`src/rtl/twiddle_sequencer.sv`:
```
// Twiddle-factor sequencer for a radix-2 FFT.
// Walks every stage/butterfly pair, fetches the twiddle from a ROM with a
// one-cycle registered read, and presents it to the butterfly over a
// valid/ready handshake tagged with stage, butterfly and last.
// Optional build macro: TWIDDLE_CONJ_EN adds i_inverse, which conjugates the
// twiddle (saturating negate of the imaginary part) for inverse transforms.
module twiddle_sequencer #(
    parameter int unsigned N = 8,
    parameter int unsigned I = 4,
    parameter int unsigned F = 4,
    localparam int unsigned W     = I + F,
    localparam int unsigned LOG2N = $clog2(N),
    localparam int unsigned AW    = $clog2(N / 2),
    localparam int unsigned SW    = (LOG2N > 1) ? $clog2(LOG2N) : 1
) (
    input  logic          clk,
    input  logic          i_rst_n,
    input  logic          i_start,
`ifdef TWIDDLE_CONJ_EN
    input  logic          i_inverse,
`endif
    output logic          o_busy,
    output logic          o_rd_en,
    output logic [AW-1:0] o_rd_addr,
    input  logic [W-1:0]  i_rd_data_re,
    input  logic [W-1:0]  i_rd_data_im,
    output logic          o_tw_valid,
    input  logic          i_tw_ready,
    output logic [W-1:0]  o_tw_re,
    output logic [W-1:0]  o_tw_im,
    output logic [SW-1:0] o_tw_stage,
    output logic [AW-1:0] o_tw_bfly,
    output logic          o_tw_last,
    output logic          o_done
);

    localparam logic [2:0] StIdle    = 3'd0;
    localparam logic [2:0] StFetch   = 3'd1;
    localparam logic [2:0] StCapture = 3'd2;
    localparam logic [2:0] StPresent = 3'd3;
    localparam logic [2:0] StDone    = 3'd4;

    localparam logic [SW-1:0] StageLast = SW'(LOG2N - 1);
    localparam logic [AW-1:0] BflyLast  = AW'(N / 2 - 1);

    logic [2:0]    state_q, state_d;
    logic [SW-1:0] stage_q, stage_d;
    logic [AW-1:0] bfly_q, bfly_d;
    logic [W-1:0]  re_q, re_d;
    logic [W-1:0]  im_q, im_d;
    logic [W-1:0]  cap_im;
    logic [AW-1:0] stage_mask;
    logic [AW-1:0] fetch_addr;
    int unsigned   shamt;
    logic          at_last;

`ifdef TWIDDLE_CONJ_EN
    localparam logic [W-1:0] MostNeg = {1'b1, {(W - 1){1'b0}}};
    localparam logic [W-1:0] MostPos = {1'b0, {(W - 1){1'b1}}};

    logic inv_q, inv_d;

    // Conjugate on capture when the pass was started as an inverse transform
    always_comb begin
        cap_im = i_rd_data_im;
        if (inv_q) begin
            // Two's-complement negate of the most-negative code overflows; clamp it
            if (i_rd_data_im == MostNeg) begin
                cap_im = MostPos;
            end else begin
                cap_im = (~i_rd_data_im) + W'(1);
            end
        end
    end
`else
    assign cap_im = i_rd_data_im;
`endif

    // ROM index: low 'stage' bits of the butterfly, shifted up to the top of the index
    always_comb begin
        stage_mask = AW'((32'd1 << stage_q) - 32'd1);
        shamt      = LOG2N - 1 - 32'(stage_q);
        fetch_addr = (bfly_q & stage_mask) << shamt;
        at_last    = (stage_q == StageLast) && (bfly_q == BflyLast);
    end

    // Next-state logic for the FSM, counters and captured twiddle
    always_comb begin
        state_d = state_q;
        stage_d = stage_q;
        bfly_d  = bfly_q;
        re_d    = re_q;
        im_d    = im_q;
`ifdef TWIDDLE_CONJ_EN
        inv_d   = inv_q;
`endif
        unique case (state_q)
            StIdle: begin
                if (i_start) begin
                    state_d = StFetch;
                    stage_d = '0;
                    bfly_d  = '0;
`ifdef TWIDDLE_CONJ_EN
                    inv_d   = i_inverse;
`endif
                end
            end
            StFetch: begin
                state_d = StCapture;
            end
            StCapture: begin
                re_d    = i_rd_data_re;
                im_d    = cap_im;
                state_d = StPresent;
            end
            StPresent: begin
                if (i_tw_ready) begin
                    if (at_last) begin
                        state_d = StDone;
                    end else begin
                        state_d = StFetch;
                        if (bfly_q == BflyLast) begin
                            bfly_d  = '0;
                            stage_d = stage_q + SW'(1);
                        end else begin
                            bfly_d  = bfly_q + AW'(1);
                        end
                    end
                end
            end
            StDone: begin
                state_d = StIdle;
            end
            default: begin
                state_d = StIdle;
            end
        endcase
    end

    // State registers with synchronous active-low reset
    always_ff @(posedge clk) begin
        if (!i_rst_n) begin
            state_q <= StIdle;
            stage_q <= '0;
            bfly_q  <= '0;
            re_q    <= '0;
            im_q    <= '0;
`ifdef TWIDDLE_CONJ_EN
            inv_q   <= 1'b0;
`endif
        end else begin
            state_q <= state_d;
            stage_q <= stage_d;
            bfly_q  <= bfly_d;
            re_q    <= re_d;
            im_q    <= im_d;
`ifdef TWIDDLE_CONJ_EN
            inv_q   <= inv_d;
`endif
        end
    end

    // Outputs decoded from state; last is only meaningful alongside valid
    always_comb begin
        o_busy     = (state_q != StIdle);
        o_rd_en    = (state_q == StFetch);
        o_rd_addr  = o_rd_en ? fetch_addr : '0;
        o_tw_valid = (state_q == StPresent);
        o_tw_last  = o_tw_valid && at_last;
        o_done     = (state_q == StDone);
        o_tw_re    = re_q;
        o_tw_im    = im_q;
        o_tw_stage = stage_q;
        o_tw_bfly  = bfly_q;
    end

endmodule

```
`config.mk`:
```
export PLATFORM = sky130hd
export DESIGN_NAME = twiddle_sequencer
export DESIGN_NICKNAME = d
export VERILOG_FILES = /design/src/rtl/twiddle_sequencer.sv
export SDC_FILE = /design/constraint.sdc
export NUM_CORES = 1
export LEC_CHECK = 0
export CAP_MARGIN = 20
export CORE_ASPECT_RATIO = 1.1
export CORE_MARGIN = 2
export CORE_UTILIZATION = 43
export CTS_CLUSTER_DIAMETER = 100
export DETAILED_ROUTE_END_ITERATION = 16
export PLACE_DENSITY = 0.83
export SLEW_MARGIN = 10
export SYNTH_ARGS = -nofsm -noshare
export SYNTH_HDL_FRONTEND = slang
export SYNTH_SLANG_ARGS = --single-unit
```
`constraint.sdc`:
```
create_clock -name clk -period 3.4 [get_ports clk]
set_clock_uncertainty 0.2 [all_clocks]
set_input_delay 1.02 -clock clk [delete_from_list [all_inputs] [get_ports clk]]
set_output_delay 1.02 -clock clk [all_outputs]
set_load 0.05 [all_outputs]
```
==> run_results.csv, run 1 <==
group,metric,value,unit
floorplan,ioPinCount,47,
cts,cts_setup_buffers,0,
pwr,switching_share,31.45,%
synth,synth.area.top_cells,"dfxtp_1, nand2_1, a21oi_1, ha_1, nand3b_1",
cells_and_area,diodes,0,
setup_path,critical_path_class,"reg -> out",
run,drv_cap,0,
timing,post-route-period-util,92.89,%
global_routing,grt_start_max_net_pins,19,
floorplan,die_h,55.36,um
global_routing,grt-ovfl-total,0,
global_routing,grt_pass1_vias,980,
synth,yosysSeqAreaShare,44.66,%
cells_and_area,final_nets,200,
cells_and_area,layout-area-overhead-vs-synth,50.00,%
floorplan,die_w,50.69,um
pwr,combPwrFrac,26.0,%
cells_and_area,final_area,1546,um^2
floorplan,floorplan.initialDensity,45.78,%
drt,firstDrtPassIters,4,
timing,rsz0062_at_grt,"no",
cts,cts_tree,"built",
cts,clock-root-buffer,"clkbuf_4",
timing,fin_setup_tns,0,ps
global_routing,grt_pass1_wl,4.146,mm
timing,fin_crit,3158,ps
place,placed_cell_area,1514,um^2
cts,cts_buffers,3,
setup_path,end_kind,"output port",
setup_path,critPathArrivalTime,1940,ps
pwr,ir_drop,0.2814,mV
cts,clock_sinks,23,
timing,slew-limit-headroom,34.55,%
setup_path,path_max_fanout,9,
global_routing,top_usage_layer,"met2",
place,place_inst,201,
pwr,clkPwrFrac,21.6,%
cts,insertion_delay,300,ps
synth,synth.avg_cell_area,7.870,um^2
synth,ys_ff_latch,23,
cts,clock_path_buffers,2,
pwr,power_density,361.3,nW/um^2
drt,drc,0,
cells_and_area,drive_gt1_share,7.429,%
synth,yosys_warnings,0,
setup_path,path_cells,"inv_1 > nor3_2 > clkdlybuf4s50_1",
setup_path,required,2180,ps
min_path,hold_class,"reg -> reg",
cells_and_area,finalNonFillerCells,205,
synth,synth_nets,155,
pwr,p_leak,0.5895,nW
drt,antenna_left,0,
place,io_buffers,46,
global_routing,grt_util_met2,33.65,%
setup_path,worstSetupStartpointType,"flop",
drt,vias_per_cell,5.039,
pwr,p_total,0.5587,mW
status,status,"complete, no violations",
setup_path,cpMaxStageDelayCell,"clkdlybuf4s50_1",
drt,post_drt_wl_per_cell,12.43,um
place,gp_congestion,0.8934,
global_routing,grt.total_usage,18.44,%
floorplan,num_rows,18,
timing,tightest_slew,978.2,ps
timing,hold_viol_final,0,
cts,h-tree-depth,1,
synth,yosysTopAreaCellShare,44.66,%
place,dp_hpwl,1.963,mm
floorplan,core_area,2252,um^2
synth,yosys.area.top_type,"dfxtp_1",
timing,max_freq,316.6,MHz
pwr,switchingPower,0.1757,mW
drt,wl,2.548,mm
drt,via_count,1033,
setup_path,critical-path-max-stage-delay,840,ps
global_routing,met3_usage,5.135,%
pwr,seqPwrFrac,52.4,%
timing,setup_viol,0,
synth,synth_area,1031,um^2
synth,synthCells,131,
floorplan,fp.dieArea,2806,um^2
drt,drtIter0Drc,33,
pwr,intPower,0.3830,mW
global_routing,grt_use_met1,20.98,%
global_routing,antenna_found_initial,0,
cts,clkTransAtPathRegs,120,ps
synth,synth_cell_types,29,
timing,slew_violations,0,
==> worst paths after layout <==
| check | start | end | slack (ps) | depth (start not counted) |
|---|---|---|---|---|
| max | state_q[0]$_SDFFE_PN0P_ | o_rd_en | 240 | 3 |
| min | o_tw_im[0]$_SDFFE_PN0P_ | o_tw_im[0]$_SDFFE_PN0P_ | 260 | 2 |
| max reg2reg | o_tw_stage[0]$_SDFFE_PN0P_ | o_tw_stage[1]$_SDFFE_PN0P_ | 1300 | 6 |
| min reg2reg | o_tw_im[0]$_SDFFE_PN0P_ | o_tw_im[0]$_SDFFE_PN0P_ | 260 | 2 |
==> state kept, by name, summed over array words and instances, names as in the netlist <==
name and flops:
o_tw_bfly 2, o_tw_im 8, o_tw_re 8, o_tw_stage 2
state_q 3
==> power by group through the flow <==
stage          clock [mW]  sequential [mW]  combinational (mW)
2_1_floorplan           0            0.330              0.0589
3_3_place_gp            0            0.297               0.144
3_5_place_dp            0            0.299               0.146
4_1_cts             0.125            0.293               0.146
5_1_grt             0.136            0.295               0.155
6_report            0.121            0.293               0.145
==> metrics by stage <==
stage | hold WS (ps) | worst slack (ps) | util (%)
after floorplan | 404.7 | 134.0 | -
after global placement | 241.2 | 445.7 | 67.22
after detailed placement | 247.4 | 428.7 | 67.22
after CTS | 264.9 | 64.32 | 68.44
after global routing | 290.1 | 155.4 | 68.67
final | 261.9 | 241.7 | 68.67
==> cell families (layout without fill, tap and decap cells) <==
kind of cell / after synthesis / count (layout) / synth area share (%)
AO/OA/AOI/OAI: 24 / 24 / 12.14
adder cells (fa/ha/maj): 4 / 4 / 4.855
buffers and inverters: 11 / 55 / 5.095
flip-flops: 23 / 23 / 44.66
multiplexers: 2 / 2 / 1.942
AND/OR/NAND/NOR: 67 / 67 / 31.31
==> timing repair <==
item | 4_1_cts | 5_1_grt
gates resized for setup | 0 | 2
hold buffers | 0 | 0
setup endpoints to repair | 0 | 2
==> critical path: cells and delay by family, from the launching register on <==
kind / cells / cell delay, ps
buf+inv: 2 / 970
flops: 1 / 490
simple gates: 1 / 180
==> placed cells by master (no fill, tap or decap) <==
cell,instances
nor3_2,1
inv_1,4
a21oi_2,1
clkbuf_4,3
nor4b_1,1
nand3b_1,3
or4_1,2
nor3_1,3
clkdlybuf4s50_1,42
or3_1,1
and2_1,1
a31oi_1,1
nor3b_1,1
or2_1,1
ha_1,4
nor2_1,6
o21ai_0,2
or3_2,1
dfxtp_1,23
nand2b_1,1
buf_4,2
or2b_1,1
and3_2,1
nor4b_4,1
a21oi_1,19
dlymetal6s2s_1,2
nand2_1,39
clkinv_2,1
o221ai_1,1
inv_2,1
nand2b_4,1
mux2i_1,2
nand3_1,2
==> Yosys cell counts <==
master,count
nor2_1,6
or4_1,2
buf_4,2
clkbuf_2,1
or2_1,1
buf_2,2
or3_2,1
and2_1,1
nand2b_1,1
nand2_1,39
and3_2,1
o221ai_1,1
a21oi_1,20
clkbuf_1,1
inv_1,4
o21ai_0,2
dfxtp_1,23
or3_1,1
nand3b_1,3
inv_2,1
nor3_1,4
nand3_1,2
nand2b_4,1
or2b_1,1
mux2i_1,2
ha_1,4
nor3b_1,1
nor4b_1,2
a31oi_1,1
==> routing by layer <==
metal  share of wire, %  up-vias
li1                   -      525
met1                 42      468
met2                 51       40
met3                6.8        0
met4                  0        0
met5                  0        -
==> cell type report <==
cell class	instances	area (um^2)
clock buffers	3	22.52
clock inverters	1	5.005
fillers	187	705.7
inverters	5	18.77
multi-input cells	97	541.8
flip-flops and latches	23	460.4
well taps	30	37.54
repair buffers	46	460.4
(Power assumes the default switching activity.)
==> run 2: changes to the inputs <==
- CORE_UTILIZATION: 43 -> 40
- PLACE_DENSITY: 0.83 -> 0.78
- clock period: 3.4 -> 3 ns (I/O delays scaled with it)
==> run_results.csv, run 2 (synthesis results as in run 1) <==
group,metric,value,unit
cells_and_area,seqCellArea,465.4,um^2
timing,rsz0062_at_grt,"no",
drt,post_drt_wl_per_cell,12.43,um
global_routing,grt_start_max_net_pins,19,
cells_and_area,drive_gt1_share,11.80,%
setup_path,path_max_fanout,9,
drt,drc,0,
timing,tightest_slew,544.4,ps
place,place_ws,301.7,ps
place,gp_congestion,0.8574,
cts,cts_buffers,3,
setup_path,r2r_start,"o_tw_stage[0]$_SDFFE_PN0P_",
timing,hold_viol_final,0,
timing,slew-limit-headroom,63.71,%
drt,wl,2.597,mm
cts,clock-root-buffer,"clkbuf_4",
timing,setup_viol,0,
cts,postCtsHoldBufs,0,
timing,slew_violations,0,
floorplan,die_w,52.41,um
timing,fin_crit,2886,ps
setup_path,critical_path_class,"reg -> out",
timing,fin_ws,114.5,ps
pwr,p_leak,0.5838,nW
cts,clock_sinks,23,
setup_path,worstSetupStartpointType,"flop",
global_routing,grt_pass1_vias,1000,
global_routing,grt_pass1_wl,4.215,mm
setup_path,critPathArrivalTime,1790,ps
place,io_buffers,46,
pwr,ir_drop,0.2821,mV
setup_path,required,1900,ps
floorplan,die_h,57.25,um
drt,firstDrtPassIters,3,
floorplan,fp.dieArea,3000,um^2
cells_and_area,fill_cells,229,
floorplan,num_rows,19,
drt,vias_per_cell,4.971,
timing,post-route-period-util,96.18,%
run,drv_cap,0,
setup_path,crit_path_start,"state_q[0]$_SDFFE_PN0P_",
floorplan,core_area,2472,um^2
floorplan,floorplan.initialDensity,41.70,%
setup_path,end_kind,"output port",
cts,cts_tree,"built",
cts,h-tree-depth,1,
min_path,hold_class,"reg -> reg",
cts,clock_path_buffers,2,
drt,antenna_left,0,
place,dp_hpwl,1.936,mm
cells_and_area,diodes,0,
cells_and_area,multi_input_area,548.0,um^2
cts,clkTransAtPathRegs,130,ps
floorplan,ioPinCount,47,
cells_and_area,layout-area-overhead-vs-synth,54.37,%
cts,insertion_delay,300,ps
global_routing,grt.total_usage,18.26,%
drt,drtIter0Drc,11,
timing,max_freq,346.6,MHz
timing,fin_setup_tns,0,ps
pwr,power_density,402.1,nW/um^2
drt,via_count,1039,
status,status,"complete, no violations",
cells_and_area,final_nets,203,
global_routing,grt-ovfl-total,0,
global_routing,antenna_found_initial,0,
min_path,min_from,"o_tw_re[5]$_SDFFE_PN0P_",
cells_and_area,layout_common_cells,"nand2_1, clkdlybuf4s50_1, dfxtp_1, a21oi_1",
run 2: changes by cell type in the layout (fill, tap and decap cells not counted), sizes merged:
cell           previous run  this run
dlygate4sd2               0         2
buf                       2         8
dlymetal6s2s              2         0
clkdlybuf4s50            42        39
run 2: final timing paths:
kind                               end  slack, ps  cells after the start
min            o_tw_re[5]$_SDFFE_PN0P_        260                      2
max reg2reg  o_tw_bfly[1]$_SDFFE_PN0P_       1260                      7
max                       o_rd_addr[0]        110                      5
min reg2reg    o_tw_re[5]$_SDFFE_PN0P_        260                      2
run 2: report_power, final:
group	internal [mW]	total [mW]	switching, mW
Clock	0.0497	0.140	0.0906
Combinational	0.0670	0.168	0.101
Sequential	0.319	0.331	0.0123
run 2: layout make-up:
type,instances,share of cell area [%]
flip-flops and latches,23,29.25
clock inverters,1,0.3145
repair buffers,49,30.97
inverters,5,1.179
clock buffers,3,1.415
multi-input cells,97,34.43
well taps,31,2.437
run 2: per-layer routing:
layer	track usage (%)	wire, um	share of wire, %	vias to the layer above
li1	-	-	-	532
met1	22.02	1163	45	463
met2	31.07	1203	46	40
met3	3.403	191	7.4	4
met4	8.059	38	1.5	0
met5	0	0	0	-
run 2: through the flow:
| stage | hold slack, ps | cell area (um^2) | instances | util (%) | total power [mW] |
|---|---|---|---|---|---|
| final | 260.9 | 1592 | 209 | 64.37 | 0.6399 |
| after global routing | 286.3 | 1592 | 209 | 64.37 | 0.6712 |
| after CTS | 265.3 | 1589 | 209 | 64.27 | 0.6515 |
| after detailed placement | 247.1 | 1564 | 205 | 63.26 | 0.5099 |
| after global placement | 242.4 | 1564 | 205 | 63.26 | 0.5066 |
| after floorplan | 401.2 | 1064 | 131 | - | 0.4424 |
run 2: critical path: stages, from the launching register on:
cell	delay, ps
dfxtp_1	490
inv_1	160
nor3_4	150
nand3b_1	170
nor4b_4	340
buf_12	180
run 2: repair_timing:
action	4_1_cts	5_1_grt
buffers inserted	0	0
endpoints found under the setup margin	2	1
gates resized for setup	2	1
==> run 3: changes to the inputs <==
- ABC_AREA: not set -> 1
- CORE_UTILIZATION: 40 -> 41
==> run_results.csv, run 3 <==
group,metric,value,unit
status,status,"complete, no violations",
synth,synthFlopType,"dfxtp_1",
cells_and_area,final_area,1644,um^2
synth,synth_most_common_cell,"inv_1",
floorplan,die_h,58.20,um
floorplan,num_rows,19,
drt,drtIter0Drc,12,
global_routing,grt_start_max_net_pins,35,
cells_and_area,utilization,65.24,%
global_routing,grt_pass1_vias,955,
timing,rsz0062_at_grt,"no",
timing,hold_viol_final,0,
synth,synth.avg_cell_area,7.656,um^2
timing,fin_crit,2899,ps
setup_path,path_max_fanout,3,
timing,holdWs,254.2,ps
setup_path,critical_path_class,"reg -> out",
floorplan,die_w,53.27,um
place,gp_congestion,0.7615,
global_routing,grt_pass1_wl,3.712,mm
cts,cts_buffers,3,
drt,wl_met3,235,um
synth,synth_nets,167,
synth,synth_cell_types,25,
setup_path,required,1900,ps
synth,synthCells,143,
drt,firstDrtPassIters,4,
cts,postCtsHoldBufs,0,
pwr,ir_drop,0.5656,mV
setup_path,critPathArrivalTime,1800,ps
min_path,hold_class,"reg -> reg",
cells_and_area,drive_gt1_share,12.70,%
drt,drc,0,
timing,tightest_slew,568.3,ps
floorplan,floorplan.initialDensity,43.45,%
synth,synth_area,1095,um^2
cts,clkTransAtPathRegs,120,ps
cells_and_area,layout-area-overhead-vs-synth,50.17,%
global_routing,grt-ovfl-total,0,
setup_path,path_cells,"nor2_1 > nand2_1 > inv_1 > clkdlybuf4s50_1",
synth,ys_ff_latch,23,
run,drv_cap,0,
cts,clock-root-buffer,"clkbuf_4",
floorplan,core_area,2520,um^2
drt,drt-met1-wl,958,um
setup_path,critical-path-max-stage-delay,800,ps
setup_path,end_kind,"output port",
synth,yosys_warnings,0,
timing,slew-limit-headroom,62.00,%
drt,via_count,1005,
timing,fin_setup_tns,0,ps
place,placed_cell_area,1595,um^2
drt,wl_met2,1.082,mm
drt,highest_layer,"met4",
setup_path,cpMaxStageDelayCell,"clkdlybuf4s50_1",
cells_and_area,layout_common_cells,"clkdlybuf4s50_1, inv_1, dfxtp_1, a21oi_1",
cts,insertion_delay,300,ps
drt,post_drt_wl_per_cell,10.39,um
global_routing,antenna_found_initial,0,
drt,antenna_left,0,
cts,clock_sinks,23,
pwr,p_leak,0.7282,nW
cts,h-tree-depth,1,
timing,slew_violations,0,
timing,post-route-period-util,96.63,%
floorplan,fp.dieArea,3100,um^2
drt,wl,2.286,mm
cts,clock_path_buffers,2,
cts,cts_tree,"built",
timing,setup_viol,0,
global_routing,grt.total_usage,15.92,%
synth,synth.area.top_cells,"dfxtp_1, inv_1, a21oi_1, o21ai_0, nand2_1",
synth,yosysTopAreaCellShare,42.06,%
cells_and_area,fill_cells,224,
synth,yosys.area.top_type,"dfxtp_1",
drt,vias_per_cell,4.568,
synth,synth_edf_count,0,
pwr,power_density,791.3,nW/um^2
cells_and_area,diodes,0,
synth,async_reset_ff_share,0,%
synth,yosysSeqAreaShare,42.06,%
floorplan,ioPinCount,47,
place,dp_hpwl,1.828,mm
cells_and_area,final_nets,214,
setup_path,worstSetupStartpointType,"flop",
place,io_buffers,46,
synth,synth_commonest_cells,"inv_1, dfxtp_1, a21oi_1",
cells_and_area,final_common_cell,"clkdlybuf4s50_1",
timing,max_freq,345.0,MHz
run 3: cell types whose count changed after synthesis, sizes merged, moves of 3 or more:
| cell | previous run | this run |
|---|---|---|
| nor2 | 6 | 16 |
| a21oi | 20 | 17 |
| nand2 | 39 | 21 |
| o21ai | 2 | 17 |
| inv | 5 | 28 |
run 3: cells by family (layout without fill, tap and decap cells):
| family | Yosys count | after routing | synth area share, % |
|---|---|---|---|
| AOI/OAI and AO/OA | 37 | 37 | 17.49 |
| adders and majority gates | 4 | 4 | 4.572 |
| buffers and inverters | 33 | 79 | 13.48 |
| DFF | 23 | 23 | 42.06 |
| and+or+nand+nor | 46 | 46 | 22.40 |
run 3: critical path: cells and delay by family (launching register included):
kind	cells	cell delay (ps)
buffers and inverters	2	890
AND/OR/NAND/NOR	2	210
flip-flops	1	400
run 3: area by class of cell:
type / instances / area, um^2 / share of cell area, %
repair buffers: 47 / 493.0 / 29.98
inverters: 28 / 105.1 / 6.393
clock buffers: 4 / 26.28 / 1.598
well taps: 31 / 38.79 / 2.359
flip-flops and latches: 23 / 465.4 / 28.31
multi-input cells: 87 / 515.5 / 31.35
run 3: routing by layer:
| metal | up-vias | GRT usage, % |
|---|---|---|
| li1 | 543 | - |
| met1 | 425 | 16.91 |
| met2 | 35 | 28.40 |
| met3 | 2 | 5.670 |
| met4 | 0 | 5.495 |
| met5 | - | 0 |
run 3: path summary, 6_finish.rpt:
check / startpoint / to / slack, ps / cells past startpoint
max: state_q[2]$_SDFFE_PN0P_ / o_rd_en / 100 / 4
min: o_tw_im[1]$_SDFFE_PN0P_ / o_tw_im[1]$_SDFFE_PN0P_ / 250 / 2
max reg2reg: state_q[2]$_SDFFE_PN0P_ / o_tw_re[4]$_SDFFE_PN0P_ / 1290 / 4
min reg2reg: o_tw_im[1]$_SDFFE_PN0P_ / o_tw_im[1]$_SDFFE_PN0P_ / 250 / 2
run 3: metrics by stage:
stage / total power, mW / setup slack, ps / std cells
after global routing: 1.382 / 16.20 / 220
after floorplan: 0.9554 / 8.643 / 143
after detailed placement: 1.165 / 262.5 / 215
final: 1.301 / 101.1 / 220
after CTS: 1.307 / 12.28 / 219
after global placement: 1.148 / 324.4 / 215
run 3: what timing repair did:
action,in CTS,in global routing
pin swaps,1,2
setup endpoints to repair,1,4
gates resized for setup,2,4
buffers inserted,0,1
run 3: report_power, final:
group	switching [mW]	internal [mW]	total, mW
logic	0.474	0.245	0.719
registers	0.0625	0.382	0.445
clock network	0.0851	0.0517	0.137
